[src/rtl/mega_logic_serial.sv]
// Byte-serial wide bitwise logic unit: latches A/B/op on start, then streams
// f(A,B) out one LANE-wide beat per valid/ready handshake, lowest lane first.
module mega_logic_serial #(
  parameter int WIDTH = 64,
  parameter int LANE  = 8
) (
  input  logic             clk,
  input  logic             reset,
  input  logic             start,
  input  logic [WIDTH-1:0] A,
  input  logic [WIDTH-1:0] B,
  input  logic [1:0]       op,
  output logic             busy,
  output logic [LANE-1:0]  out_data,
  output logic             out_valid,
  input  logic             out_ready,
  output logic             out_last,
  output logic             done
);

  localparam int NUM_LANES = WIDTH / LANE;
  localparam int IW        = (NUM_LANES > 1) ? $clog2(NUM_LANES) : 1;
  localparam logic [IW-1:0] LAST_IDX = IW'(NUM_LANES - 1);

  typedef enum logic [1:0] {
    IDLE = 2'd0,
    RUN  = 2'd1,
    DONE = 2'd2
  } state_t;

  state_t                           state;
  logic [NUM_LANES-1:0][LANE-1:0]   a_r;
  logic [NUM_LANES-1:0][LANE-1:0]   b_r;
  logic [1:0]                       op_r;
  logic [IW-1:0]                    idx;
  logic [IW-1:0]                    next_idx;

  assign next_idx = idx + IW'(1);

  function automatic logic [LANE-1:0] lane_op(input logic [LANE-1:0] a,
                                              input logic [LANE-1:0] b,
                                              input logic [1:0]      sel);
    logic [LANE-1:0] r;
    case (sel)
      2'b00:   r = a & b;
      2'b01:   r = a | b;
      2'b10:   r = a ^ b;
      default: r = ~(a & b);
    endcase
    return r;
  endfunction

  // out_data is precomputed one step ahead so every output stays a pure register.
  always_ff @(posedge clk) begin
    if (reset) begin
      state     <= IDLE;
      a_r       <= '0;
      b_r       <= '0;
      op_r      <= 2'b00;
      idx       <= '0;
      busy      <= 1'b0;
      out_valid <= 1'b0;
      out_data  <= '0;
      out_last  <= 1'b0;
      done      <= 1'b0;
    end else begin
      case (state)
        IDLE: begin
          done <= 1'b0;
          if (start) begin
            a_r       <= A;
            b_r       <= B;
            op_r      <= op;
            idx       <= '0;
            busy      <= 1'b1;
            out_valid <= 1'b1;
            out_data  <= lane_op(A[LANE-1:0], B[LANE-1:0], op);
            out_last  <= (NUM_LANES == 1);
            state     <= RUN;
          end
        end
        RUN: begin
          if (out_ready) begin
            if (idx == LAST_IDX) begin
              idx       <= '0;
              out_valid <= 1'b0;
              out_data  <= '0;
              out_last  <= 1'b0;
              done      <= 1'b1;
              state     <= DONE;
            end else begin
              idx      <= next_idx;
              out_data <= lane_op(a_r[next_idx], b_r[next_idx], op_r);
              out_last <= (next_idx == LAST_IDX);
            end
          end
        end
        DONE: begin
          done  <= 1'b0;
          busy  <= 1'b0;
          state <= IDLE;
        end
        default: begin
          state     <= IDLE;
          idx       <= '0;
          busy      <= 1'b0;
          out_valid <= 1'b0;
          out_data  <= '0;
          out_last  <= 1'b0;
          done      <= 1'b0;
        end
      endcase
    end
  end

endmodule
[config.mk]
export PLATFORM = sky130hd
export DESIGN_NAME = mega_logic_serial
export DESIGN_NICKNAME = d
export VERILOG_FILES = /design/src/rtl/mega_logic_serial.sv
export SDC_FILE = /design/constraint.sdc
export NUM_CORES = 1
export LEC_CHECK = 0
export CORE_MARGIN = 5
export CORE_UTILIZATION = 31
export CTS_CLUSTER_SIZE = 8
export DETAILED_ROUTE_END_ITERATION = 12
export HOLD_SLACK_MARGIN = 0.1
export RECOVER_POWER = 100
export SYNTH_ARGS = -nofsm -noshare
export SYNTH_HDL_FRONTEND = slang
export SYNTH_SLANG_ARGS = --single-unit
[constraint.sdc]
create_clock -name clk -period 2.8 [get_ports clk]
set_input_delay 0.7 -clock clk [delete_from_list [all_inputs] [get_ports clk]]
set_output_delay 0.7 -clock clk [all_outputs]
set_load 0.02 [all_outputs]
==> run summary <==
Post-synth ARST share - 0%
Clk slew on worst S/H paths - 60 ps
Tot Pwr - 5.44 mW
Fill cells - 2392
Most common library cell in the layout ignoring fill and taps - nand2_1
Syn. warnings - 0
Period utilization - 92.6%
Logic pwr share - 15.2%
GPL Wtd Cong - 0.783
CTS buffer count - 17
Multi-input combinational cell area - 3840 um2
Post-Layout Inst Area - 9610 um2
Fin util - 41.1%
CP bufs+invs - 3
Setup CP Type - reg2reg
Number of failing hold endpoints at the final stage - 0
Seq cells post-synth - 147
Final Max Tran Viols - 0
Most frequent cells in the layout - nand2_1 (277), dfxtp_1 (146), a21oi_1 (136)
Initial antenna violation count - 2
DP Area - 8970 um2
Area grow syn2layout - 31.1%
Worst-Margin Slew - 900 ps
Area leader, netlist - dfxtp_1
Min Hold Slack - 452 ps
Worst path required time - 3110 ps
CTS root buf - clkbuf_16
Int Power - 3.99 mW
Routed Wire Length - 20200 um
Post-Syn Area - 7330 um2
Top Ports - 146
Crit-path cells - inv_1 > ha_4 > buf_12 > mux4_4 > mux2i_2 > inv_1 > ha_1 > nor2b_1 > nor3_1 > a211oi_1 > a221o_1
Crit-path max cell delay - 430 ps
Overflow left after global routing - 0
Die Y - 164 um
P_leak - 3.85 nW
Initial Utilization - 31.3%
Syn nets - 1022
Max_cap viols - 0
CP Capture Type - register
Clk sinks - 147
DRC - 0
Clock share of power - 42.3%
Register area - 2950 um2
Std cell rows - 56
Peak supply drop - 0.000354 V
Peak fanout along the critical path - 11
Flop pwr share - 42.5%
Status - complete, no violations
# port buffers - 145
Clk buf depth - 2
CTS tree - built
Pre-antenna DRT Iters - 4
Synthesized area per cell - 8.60 um2
DP Cell Count - 1266
PwrDens - 566 nW/um2
Final cell count without fillers - 1301
Initial DRC count - 364
Setup WS post-layout - 208 ps
Post-synthesis sequential area ratio - 40.1%
Worst path slowest cell - mux4_4
Reported net switching power - 1.45 mW
Hpwl dp - 15100 um
Synth unique cells - 37
Total number of vias - 6068
RSZ-0062 raised after global routing - false
Crit-path leading delay family - multiplexers
Routed wire per std cell - 15.6 um
Min cycle time layout - 2590 ps
Pin count of the biggest net entering global routing - 102
Antenna viol nets, final - 0
Top-area cell type share of the netlist area - 40.1%
Final setup violation count - 0
Startpoint class of the critical path - register
Final Skew - 8.73 ps
CP arrival - 2900 ps
Crit-path most repeated cell - inv_1
Via density - 4.66
Vias in the first global route - 6022
Top_reg_cell synth - dfxtp_1
Final #Nets - 1137
Setup TNS - 0 ps
Min-delay worst type - reg2reg
Post-synth EDFFs - 0
Core area - 23400 um2
Sw Share - 26.7%
First-pass GRT wire length - 31600 um
Synth top area cells - dfxtp_1 (40%), nand2_1 (14%), a21oi_1 (9.3%), mux4_1 (6.1%), ha_1 (6.0%)
Die area - 26800 um2
H-tree Lvls - 4
Later-pin clock latency in the skew report - 420 ps
Share of layout cells above drive strength 1 - 7.54%
GRT Util Overall - 15.2%
Fmax - 0.386 GHz
Instance count of the mapped netlist - 853
Slew headroom - 39.9%
Place WS - 44.5 ps
Die width - 164 um
[what timing repair did]
item,CTS,global route
hold buffers,0,0
endpoints found under the setup margin,0,8
gates resized for setup,0,9
setup buffers,0,1
[layout make-up]
type                    instances  area share, %
clock inverters                14           1.76
well taps                     319           4.15
repair buffers                162           17.4
clock buffers                  18           4.46
multi-input cells             597           39.9
inverters                      43           1.68
flip-flops and latches        147           30.6
diodes                          1         0.0260
[synth_stat cells, drive strengths merged (3+ instances only)]
cell type / n
mux4: 32
o21ai: 19
nor3: 9
nor2b: 22
nor3b: 3
nand3: 4
mux2i: 25
ha: 35
dfxtp: 147
a21oi: 137
clkbuf: 33
o211ai: 6
nand2: 278
nor2: 4
a221o: 8
a211oi: 8
inv: 43
buf: 33
[registers in the layout, indices dropped and copies added, names as in the netlist]
| register | count |
|---|---|
| out_valid | 1 |
| out_last | 1 |
| state | 2 |
| done | 1 |
| out_data | 8 |
| a_r | 64 |
| busy | 1 |
| op_r | 2 |
| idx | 3 |
| b_r | 64 |
[kinds of logic after synthesis]
family,count (synthesis),share of synthesized area (%)
AOI/OAI and AO/OA,180,13.4
adders and majority gates,35,5.97
buffers and inverters,109,7.73
DFF,147,40.1
muxes,57,14.2
and+or+nand+nor,325,18.5
[worst register-to-register path, cell delays in order, from the launching register on]
cell      delay, ps
dfxtp_4         380
inv_1            80
ha_4            310
buf_12          140
mux4_4          430
mux2i_2         200
inv_1            60
ha_1            200
nor2b_1         120
nor3_1          200
a211oi_1         70
a221o_1         280
[path summary, 6_finish.rpt]
kind | from | endpoint | slack [ps] | cells past startpoint
max | idx[0] | out_data[2] | 210 | 11
min | a_r[61] | a_r[61] | 450 | 2
max reg2reg | idx[0] | out_data[2] | 210 | 11
min reg2reg | a_r[61] | a_r[61] | 450 | 2
[layer usage]
metal	vias up	global-route usage [%]	routed length [um]
met3	18	4.07	1060
met4	2	5.22	306
met1	2799	18.8	8870
met5	-	0	7
met2	131	25.5	10000
li1	3118	-	-
[power groups by stage]
stage	combinational, mW	sequential [mW]	clock (mW)
5_1_grt	0.921	2.33	2.46
4_1_cts	0.837	2.31	2.36
3_3_place_gp	0.825	2.36	0
3_5_place_dp	0.835	2.36	0
2_1_floorplan	0.495	2.32	0
6_report	0.828	2.31	2.30
No activity file was read; power rests on OpenSTA's default activity.
